==> src/rtl/studio2_keypad_pkg.sv <==
// Shared constants for the Studio II keypad front end: PS/2 event layout,
// scancode-to-digit tables and the keypad digit select width.
package studio2_keypad_pkg;

  localparam int KEYS_PER_PAD = 10;
  localparam int SEL_W        = 4;

  localparam int PS2_STROBE_BIT = 10;
  localparam int PS2_MAKE_BIT   = 9;
  localparam int PS2_EXT_BIT    = 8;
  localparam int PS2_CODE_MSB   = 7;

  typedef logic [KEYS_PER_PAD-1:0][7:0] code_table_t;

  // Entry n is the scancode of keypad digit n (packed, digit 9 written first).
  localparam code_table_t KP1_CODES = {
    8'h46, 8'h3E, 8'h3D, 8'h36, 8'h2E, 8'h25, 8'h26, 8'h1E, 8'h16, 8'h45
  };
  localparam code_table_t KP2_CODES = {
    8'h7D, 8'h75, 8'h6C, 8'h74, 8'h73, 8'h6B, 8'h7A, 8'h72, 8'h69, 8'h70
  };

  function automatic logic [KEYS_PER_PAD-1:0] decode_code(
    input logic [7:0]  code,
    input code_table_t table_codes
  );
    logic [KEYS_PER_PAD-1:0] hits;
    hits = '0;
    for (int i = 0; i < KEYS_PER_PAD; i++) begin
      hits[i] = (code == table_codes[i]);
    end
    return hits;
  endfunction

endpackage

==> src/rtl/studio2_key_cell.sv <==
// One keypad key: pressed flag, saturating frame-age counter and a pending
// release that enforces a minimum visible hold of MIN_FRAMES frames.
module studio2_key_cell
  import studio2_keypad_pkg::*;
#(
  parameter int MIN_FRAMES = 2
) (
  input  logic clk_sys,
  input  logic reset,
  input  logic make,
  input  logic brk,
  input  logic tick,
  output logic pressed
);

  localparam logic [1:0] MIN_AGE = 2'(MIN_FRAMES);

  logic       pressed_q, pressed_d;
  logic [1:0] age_q, age_d;
  logic       pending_q, pending_d;
  logic [1:0] age_inc;
  logic       hold_done;

  always_comb begin
    // NOTE: every always_comb output gets a default first, so no path can infer a latch.
    pressed_d = pressed_q;
    age_d     = age_q;
    pending_d = pending_q;

    age_inc   = (tick && pressed_q && (age_q < MIN_AGE)) ? age_q + 2'd1 : age_q;
    // Decisions use the age before this cycle's tick increment.
    hold_done = !(age_q < MIN_AGE);

    if (make) begin
      if (!pressed_q) begin
        pressed_d = 1'b1;
        age_d     = 2'd0;
        pending_d = 1'b0;
      end else begin
        age_d     = age_inc;
        pending_d = 1'b0;
      end
    end else if (brk && pressed_q) begin
      if (hold_done) begin
        pressed_d = 1'b0;
        age_d     = 2'd0;
        pending_d = 1'b0;
      end else begin
        age_d     = age_inc;
        pending_d = 1'b1;
      end
    end else if (pending_q && hold_done) begin
      pressed_d = 1'b0;
      age_d     = 2'd0;
      pending_d = 1'b0;
    end else begin
      age_d = age_inc;
    end
  end

  // NOTE: sequential state uses non-blocking assignments with an async clear on reset.
  always_ff @(posedge clk_sys or posedge reset) begin
    if (reset) begin
      pressed_q <= 1'b0;
      age_q     <= 2'd0;
      pending_q <= 1'b0;
    end else begin
      pressed_q <= pressed_d;
      age_q     <= age_d;
      pending_q <= pending_d;
    end
  end

  assign pressed = pressed_q;

endmodule

==> src/rtl/studio2_keypad.sv <==
// RCA Studio II dual keypad emulation from PS/2 events: decodes scancodes into
// 20 key cells and presents the CPU-selected digit on EF3/EF4.
module studio2_keypad
  import studio2_keypad_pkg::*;
#(
  parameter int MIN_FRAMES = 2
) (
  input  logic                    clk_sys,
  input  logic                    reset,
  input  logic [10:0]             ps2_key,
  input  logic                    frame_tick,
  input  logic                    sel_wr,
  input  logic [SEL_W-1:0]        sel_data,
  output logic                    ef3,
  output logic                    ef4,
  output logic [KEYS_PER_PAD-1:0] keys1,
  output logic [KEYS_PER_PAD-1:0] keys2
);

  logic             strobe_q, strobe_d;
  logic             primed_q, primed_d;
  logic [SEL_W-1:0] sel_q, sel_d;
  logic             ef3_q, ef3_d;
  logic             ef4_q, ef4_d;

  logic                    evt_valid;
  logic [KEYS_PER_PAD-1:0] hit1, hit2;
  logic [KEYS_PER_PAD-1:0] make1, make2, brk1, brk2;

  always_comb begin
    strobe_d = ps2_key[PS2_STROBE_BIT];
    primed_d = 1'b1;
    sel_d    = sel_wr ? sel_data : sel_q;

    // The first cycle out of reset only primes the strobe copy.
    evt_valid = primed_q && (ps2_key[PS2_STROBE_BIT] != strobe_q)
                && !ps2_key[PS2_EXT_BIT];
    hit1 = decode_code(ps2_key[PS2_CODE_MSB:0], KP1_CODES);
    hit2 = decode_code(ps2_key[PS2_CODE_MSB:0], KP2_CODES);

    make1 = '0;
    make2 = '0;
    brk1  = '0;
    brk2  = '0;
    if (evt_valid) begin
      if (ps2_key[PS2_MAKE_BIT]) begin
        make1 = hit1;
        make2 = hit2;
      end else begin
        brk1 = hit1;
        brk2 = hit2;
      end
    end

    ef3_d = 1'b0;
    ef4_d = 1'b0;
    if (sel_q < SEL_W'(KEYS_PER_PAD)) begin
      ef3_d = keys1[sel_q];
      ef4_d = keys2[sel_q];
    end
  end

  always_ff @(posedge clk_sys or posedge reset) begin
    if (reset) begin
      strobe_q <= 1'b0;
      primed_q <= 1'b0;
      sel_q    <= '0;
      ef3_q    <= 1'b0;
      ef4_q    <= 1'b0;
    end else begin
      strobe_q <= strobe_d;
      primed_q <= primed_d;
      sel_q    <= sel_d;
      ef3_q    <= ef3_d;
      ef4_q    <= ef4_d;
    end
  end

  for (genvar i = 0; i < KEYS_PER_PAD; i++) begin : g_keys
    studio2_key_cell #(.MIN_FRAMES(MIN_FRAMES)) u_key1 (
      .clk_sys (clk_sys),
      .reset   (reset),
      .make    (make1[i]),
      .brk     (brk1[i]),
      .tick    (frame_tick),
      .pressed (keys1[i])
    );
    studio2_key_cell #(.MIN_FRAMES(MIN_FRAMES)) u_key2 (
      .clk_sys (clk_sys),
      .reset   (reset),
      .make    (make2[i]),
      .brk     (brk2[i]),
      .tick    (frame_tick),
      .pressed (keys2[i])
    );
  end

  assign ef3 = ef3_q;
  assign ef4 = ef4_q;

endmodule

==> config.mk <==
export PLATFORM = sky130hd
export DESIGN_NAME = studio2_keypad
export DESIGN_NICKNAME = d
export VERILOG_FILES = /design/src/rtl/studio2_keypad_pkg.sv /design/src/rtl/studio2_key_cell.sv /design/src/rtl/studio2_keypad.sv
export SDC_FILE = /design/constraint.sdc
export NUM_CORES = 1
export LEC_CHECK = 0
export CAP_MARGIN = 5
export CORE_AREA = 10 10 112 114
export DETAILED_ROUTE_END_ITERATION = 7
export DIE_AREA = 0 0 122 124
export PLACE_DENSITY = 0.64
export SLEW_MARGIN = 5
export SYNTH_ARGS = -nofsm -noshare
export SYNTH_HDL_FRONTEND = slang
export SYNTH_SLANG_ARGS = --single-unit
==> constraint.sdc <==
create_clock -name clk_sys -period 3.2 [get_ports clk_sys]
set_input_delay 0.48 -clock clk_sys [delete_from_list [all_inputs] [get_ports clk_sys]]
set_output_delay 0.48 -clock clk_sys [all_outputs]
set_load 0.01 [all_outputs]
Word-level counts from Yosys, hierarchy flattened
Cells that the tools add are included.
- register bits after elaboration: 88
- bits of input ports: 19
- logic and storage cells: 565
- add/sub/neg operators: 20
- order comparisons: 22
- equal/unequal tests: 41
- muxes and demuxes: 274
- reductions and logical operators: 143
- operator list (operator ; number):
    2-to-1 mux 2 bit ; 120
    2-to-1 mux 1 bit ; 144
    == test 8 x 7 -> 1 bit (second input constant) ; 12
    logical AND 1 bit ; 82
    2-to-1 mux 10 bit ; 8
    != test 3 bit (second input constant) ; 20
    nonzero test 3 bit ; 20
    == test 8 x 6 -> 1 bit (second input constant) ; 6
    adder 2 x 1 -> 2 bit (second input constant) ; 20
    < comparator 2 bit (second input constant) ; 20
    AND reduction 2 bit ; 20
    zero test 1 bit ; 21
    == test 8 x 5 -> 1 bit (second input constant) ; 2
    binary-select mux 1 bit (select 4 bit) ; 2
    < comparator 4 x 5 -> 1 bit (second input constant) ; 1
    < comparator 4 bit (second input constant) ; 1
    != test 1 bit ; 1

Depth between registers and ports, before layout
Gate-level depths: netlist (run 1).
- depth in word-level cells: 7
- gate-level depth with buffers: 6
- mapped depth without buffers: 5

By module
Synthesis (run 1) repeated with hierarchy kept, for this count alone.
- cells, all modules: 488
- area, all modules: 4405.5 µm²
- modules (own cells, without submodules) (module ; instances ; cells each ; area each (µm²) ; sequential area each (µm²)):
    studio2_key_cell ; 20 ; 19 ; 172.7 ; 100.1
    studio2_keypad ; 1 ; 108 ; 952.2 ; 200.2

Worst setup path after synthesis (run 1)
Ideal clock, no wire load.
- path kind: input port to flip-flop
- from: input port ps2_key[9]
- to: register g_keys[8].u_key1.age_q[0]
- setup time: 130 ps
- data arrival time: 1770 ps
- setup slack: 1300 ps
- stages on the path: 5
- path through: or3b_1 > nor3_1 > a31oi_1 > o21ai_0 > a211oi_1
- word-level cells in the longest chain between the ends: 5
- elaborated cells between the ends (all ways): 7
- those cells by class: mux (6); reduce/logical (1)
- ends and longest elaborated chain (item ; line ; source):
    from (decl) ; studio2_keypad.sv:10 ; input logic [10:0] ps2_key,
    2-to-1 mux 10 bit ; studio2_keypad.sv:46 ; if (ps2_key[PS2_MAKE_BIT]) begin
    2-to-1 mux 10 bit ; studio2_keypad.sv:45 ; if (evt_valid) begin
    logical AND 1 bit ; studio2_key_cell.sv:43 ; end else if (brk && pressed_q) begin
    2-to-1 mux 2 bit ; studio2_key_cell.sv:43 ;
    2-to-1 mux 2 bit * ; studio2_key_cell.sv:34 ; if (make) begin
    via g_keys[8].u_key1.age_d[0] ; studio2_key_cell.sv:19 ; logic [1:0] age_q, age_d;
    to (signal assigned) ; studio2_key_cell.sv:69 ; age_q <= age_d;
    to (decl) ; studio2_key_cell.sv:19 ;
The timed path passes the listed nets; every way through them passes the cells marked *.
A chain may end at the register's enable or synchronous reset.

Worst setup path after layout (run 1)
- from: input port ps2_key[7]
- to: register g_keys[1].u_key2.age_q[0]
- word-level cells in the longest chain between the ends: 6
- elaborated cells between the ends (all ways): 8
- those cells by class: eq/ne (1); mux (6); reduce/logical (1)
- ends and longest elaborated chain (item ; line ; source):
    == test 8 x 7 -> 1 bit * ; studio2_keypad_pkg.sv:30 ; hits[i] = (code == table_codes[i]);
    2-to-1 mux 10 bit ; studio2_keypad.sv:46 ;
    2-to-1 mux 10 bit ; studio2_keypad.sv:45 ;
    logical AND 1 bit ; studio2_key_cell.sv:43 ;
    2-to-1 mux 2 bit ; studio2_key_cell.sv:43 ;
    2-to-1 mux 2 bit * ; studio2_key_cell.sv:34 ;
    via g_keys[1].u_key2.age_d[0] ; studio2_key_cell.sv:19 ;
    to (signal assigned) ; studio2_key_cell.sv:69 ;
    to (decl) ; studio2_key_cell.sv:19 ;
Marks and branches as above.

==> results.toml, run 1 <==
[status]
outcome = "complete, no violations"

[yosys]
synth_top_area_share_pct = 46.10
synth_fp_nets = 506
synth.yosys.warnings = 0
netlist_instances = 487
synth_flop_cell = "dfrtp_1"
synth-edff-count = 0
synthTopCellsByArea = "dfrtp_1 (46%), nand2_1 (4.7%), o221ai_1 (4.6%)"
async_flop_share_pct = 100.0
yosys.area.top_type = "dfrtp_1"
synth.most_common_cell = "dfrtp_1"
netlist_area_um2 = 4777
syn_area_per_cell_um2 = 9.809
ys_seq_area_share_pct = 46.10
synth_common_cells = "dfrtp_1 (88), nand2_1 (60), a21oi_1 (33)"
yosysUniqueCellTypes = 59
ys_ff_latch = 88

[placed_design]
gp_congestion = 0.8191
place_ws_ns = 0.5677
io_buffers = 40
place_hpwl_mm = 7.941
dpl.cell_count = 638

[critical_path]
cp_data_required_time_ns = 3.43
start_kind = "primary input"
path_max_fanout = 7
worstSetupPathType = "primary input to flop"
r2r_slack_ns = 1.31
r2r_end = "g_keys[7].u_key1.age_q[0]"
cp-end-kind = "flop"
r2r_start = "strobe_q"
worstRegToRegCells = 6
crit_arrival_ns = 2.57

[power_and_ir_drop]
finalPower_mw = 2.185
cellLeakagePower_nw = 2.306
p_per_area_nw_per_um2 = 402.6
ir_drop_v = 0.0001967

[clocking]
clk_latency_ns = 0.36
cts_buffers = 9
clkSinkCount = 88
cts.reportedPaths.clkPinSlew_ns = 0.08
postCtsHoldBufs = 0
clk_path_buf_depth = 2
cts_tree = "done"
ctsHtreeMaxLevel = 3
cts-root-buf = "clkbuf_8"
post_cts_resized = 0
post_cts_buffers = 0

[floorplanning]
fp.dieW_um = 122
pin_count = 41
core_region_area_um2 = 10230
rows = 37
die_h_um = 124
initial_utilization_pct = 46.69
die_area_um2 = 15130

[global_route]
grt-ovfl-total = 0
grt_pass1_wl_mm = 18.89
grt_pass1_vias = 3815
antenna_found_initial = 0
grt_util_all_layers_pct = 15.39
grt_max_degree = 89

[layout]
fill_cells = 901
final_cells = 654
drive_gt1_share_pct = 11.39
area.growth.synth_to_final_pct = 13.62
fin_nets = 532
diodes = 0

[timing]
skew_ns = 0.01014
setup_violations = 0
fmax_mhz = 427.5
setup_tns_ns = 0
rsz0062_at_grt = "false"
period_needed_ns = 2.339
tightest_slew_ns = 0.7477
hold_viol = 0
drv_slew = 0
slew_headroom_pct = 49.69
period_share_pct = 73.10
setup_ws_ns = 0.8607

[worst_hold_path]
holdPathEnd = "g_keys[7].u_key1.pending_q"
min_path_cells = 1
min_path_type = "flop to flop"
holdCritStartpoint = "g_keys[7].u_key1.age_q[1]"

[drt]
drt_wl_total_mm = 11.24
drtIter0Drc = 341
drt_pass1_iterations = 5
vias_per_cell = 5.974
wl_per_cell_um = 17.19
drcViolationCount = 0
vias = 3907
ant_nets = 0

[run]
max_cap_violations = 0
worst max path at each step:
stage          startpoint                         to  slack [ns]  cells after the start
2_1_floorplan       reset                        ef3        0.44                      1
3_3_place_gp   ps2_key[2]  g_keys[7].u_key2.age_q[0]        0.61                      6
3_5_place_dp   ps2_key[7]  g_keys[1].u_key2.age_q[0]        0.57                      6
4_1_cts        ps2_key[7]  g_keys[1].u_key2.age_q[0]        0.95                      6
5_1_grt        ps2_key[1]  g_keys[8].u_key1.age_q[0]        0.76                      6
6_report       ps2_key[7]  g_keys[1].u_key2.age_q[0]        0.86                      6
sequential cells by signal, summed over array words and instances (netlist names):
| register | cells |
|---|---|
| strobe_q | 1 |
| g_keys.u_key1.pending_q | 10 |
| g_keys.u_key2.pending_q | 10 |
| g_keys.u_key1.age_q | 20 |
| ef4 | 1 |
| g_keys.u_key2.pressed | 10 |
| g_keys.u_key2.age_q | 20 |
| g_keys.u_key1.pressed | 10 |
| sel_q | 4 |
| primed_q | 1 |
| ef3 | 1 |
logic make-up after synthesis:
kind of cell | share of synthesized area (%)
other | 0.07850
AND/OR/NAND/NOR | 22.37
AO/OA/AOI/OAI | 20.95
multiplexers | 3.667
XOR/XNOR | 0.9430
flip-flops | 46.10
buffers and inverters | 5.893
layout by cell type, fill, tap and decap left out, types with 15 or more instances in the layout:
master,n
dfrtp_1,88
nand2_1,60
clkdlybuf4s50_1,40
a21oi_1,33
a31oi_1,29
o21ai_0,25
o221ai_1,25
inv_1,17
nand3_1,17
nor2b_1,16
and3_1,15
layer usage:
layer	global-route usage (%)	up-vias	part of all wire (%)
met5	0	-	0
met3	2.851	15	4.7
met2	24.56	82	47
met4	6.483	0	1.5
li1	-	1885	-
met1	20.12	1925	47
area by class of cell:
type                       count  area [um2]  share of cell area, %
clock buffer                  11       131.4                  2.420
clock inverter                 5       81.33                  1.498
inverter                      18       68.82                  1.268
multi-input combinational    347        2293                  42.25
sequential                    88        2202                  40.57
tap                          136       170.2                  3.135
timing repair buffer          49       480.5                  8.852
critical path: stages:
cell and delay, ns:
clkdlybuf4s50_1 0.52, nand4bb_1 0.34, nor3b_1 0.61, nand3_1 0.32, o221ai_1 0.24, a31oi_1 0.06
per-stage QoR:
step / hold slack, ns / instance area (um2) / utilization [%]
after floorplan: 0.4553 / 4777 / -
after global placement: 0.4774 / 5215 / 50.97
after detailed placement: 0.4842 / 5215 / 50.97
after CTS: 0.4942 / 5428 / 53.05
after global routing: 0.5294 / 5428 / 53.05
final: 0.4952 / 5428 / 53.05
report_power, final:
part / switching [mW] / total (mW) / leakage (nW) / internal [mW]
combinational: 0.0975 / 0.177 / 0.990 / 0.0792
sequential: 0.0342 / 1.17 / 1.21 / 1.13
clock: 0.399 / 0.840 / 0.104 / 0.441
No activity file was read; power rests on OpenSTA's default activity.
==> run 2, diff against run 1 <==
- PLACE_DENSITY: 0.64 -> 0.67
- clock period: 3.2 -> 1.9 ns (I/O delays scaled with it)
==> results.toml, run 2 (synthesis gave the netlist of run 1 again) <==
[critical_path]
crit_slowest_cell = "clkdlybuf4s50_1"
worstSetupPathType = "flop to primary output"
crit_arrival_ns = 1.56
cp-end-kind = "primary output"
cp_data_required_time_ns = 1.62
critical_path.cell_chain = "clkdlybuf4s50_1"
start_kind = "flop"
critical-path-top-delay-family = "buffers and inverters"
path_max_fanout = 10
max_stage_delay_ns = 0.62
path_buf_inv = 1

[timing]
rsz0062_at_grt = "false"
drv_slew = 0
period_needed_ns = 1.842
skew_ns = 0.01494
setup_violations = 0
fmax_mhz = 543.0
period_share_pct = 96.93
setup_tns_ns = 0
hold_viol = 0

[floorplanning]
pin_count = 41
die_area_um2 = 15130
initial_utilization_pct = 46.69
die_h_um = 124
rows = 37
fp.dieW_um = 122
core_region_area_um2 = 10230

[layout]
fin_nets = 574
final_cell_mix = "dfrtp_1 (88), nand2_1 (59), buf_4 (48)"
reg_top3 = "g_keys.u_key1.age_q (20), g_keys.u_key2.age_q (20)"
layout_commonest_cell = "dfrtp_1"
fin_area_um2 = 5759
drive_gt1_share_pct = 18.57
area.growth.synth_to_final_pct = 20.56
final_util_pct = 56.29
diodes = 0

[power_and_ir_drop]
swShare_pct = 25.43
p_int_mw = 2.634
p_comb_share_pct = 10.0
p_sw_mw = 0.8982
p_per_area_nw_per_um2 = 613.3
p_seq_share_pct = 55.6
ir_drop_v = 0.0005209
cellLeakagePower_nw = 2.544
p_clk_share_pct = 34.4

[clocking]
clk_path_buf_depth = 2
cts_buffers = 9
cts-root-buf = "clkbuf_8"
cts_tree = "done"
clkSinkCount = 88
ctsHtreeMaxLevel = 3
post_cts_buffers = 0
cts.reportedPaths.clkPinSlew_ns = 0.08
clk_latency_ns = 0.38

[global_route]
grt_max_degree = 89
grt-ovfl-total = 0
grt_pass1_wl_mm = 19.73
antenna_found_initial = 0
grt_util_all_layers_pct = 16.31
grt_pass1_vias = 4014

[status]
outcome = "complete, no violations"

[run]
max_cap_violations = 0

[placed_design]
gp_congestion = 0.8297
io_buffers = 40
placed_cell_area_um2 = 5558
place_hpwl_mm = 8.434

[worst_hold_path]
min_path_type = "primary input to async pin"

[drt]
wl_per_cell_um = 16.92
vias = 4102
vias_per_cell = 5.894
drt_wl_total_mm = 11.78
drt_pass1_iterations = 5
drtIter0Drc = 371
drcViolationCount = 0
ant_nets = 0
run 2: cell count changes in the layout (fill, tap and decap cells not counted), sizes merged:
cell	change
dlymetal6s2s	+4
bufinv	-2
clkbuf	+3
clkdlybuf4s50	-4
clkinv	-1
buf	+42
run 2: worst paths after layout:
path | from | to | slack (ns) | depth (start not counted)
worst max-delay path | g_keys[9].u_key1.pressed | keys1[9] | 0.06 | 1
worst min-delay path | reset | g_keys[9].u_key1.pending_q | 0.38 | 3
worst max register to register | strobe_q | g_keys[1].u_key1.age_q[0] | 0.15 | 6
worst min register to register | g_keys[7].u_key1.age_q[1] | g_keys[7].u_key1.pending_q | 0.49 | 1
max in group asynchronous | reset | sel_q[3] | 1.15 | 3
min in group clk_sys | ps2_key[5] | g_keys[0].u_key1.pressed | 0.45 | 5
run 2: routing by layer:
layer  track usage (%)  share of wire (%)  vias up
li1                  -                  -     1973
met1             20.51                 45     2028
met2             25.81                 48       81
met3             5.113                5.1       20
met4             6.110                1.7        0
met5                 0                  0        -
run 2: timing repair:
item / CTS / global route
endpoints found under the hold margin: 0 / 0
hold buffers: 0 / 0
endpoints found under the setup margin: 0 / 4
gates resized for setup: 0 / 8
run 2: cell type report:
class / count / area, um2
clock buffer: 14 / 162.7
clock inverter: 2 / 13.76
fill: 895 / 4472
inverter: 18 / 71.32
multi-input combinational: 347 / 2308
sequential: 88 / 2202
tap: 136 / 170.2
timing repair buffer: 91 / 830.8
run 2: metrics by stage:
step | setup WS (ns) | hold slack (ns) | std cells | total power, mW
CTS | 0.04282 | 0.4134 | 696 | 3.581
detailed placement | -0.2993 | 0.4842 | 680 | 2.358
global placement | -0.2514 | 0.4791 | 680 | 2.346
global route | 0.004314 | 0.4327 | 696 | 3.683
floorplan | 0.1803 | 0.3164 | 487 | 2.185
finish | 0.05826 | 0.3797 | 696 | 3.532
run 2: power by group through the flow:
| stage | clock network, mW | logic [mW] | registers, mW |
|---|---|---|---|
| after floorplan | 0 | 0.202 | 1.98 |
| after global placement | 0 | 0.348 | 2.00 |
| after detailed placement | 0 | 0.358 | 2.00 |
| after CTS | 1.26 | 0.360 | 1.96 |
| after global routing | 1.32 | 0.388 | 1.97 |
| final | 1.21 | 0.355 | 1.96 |
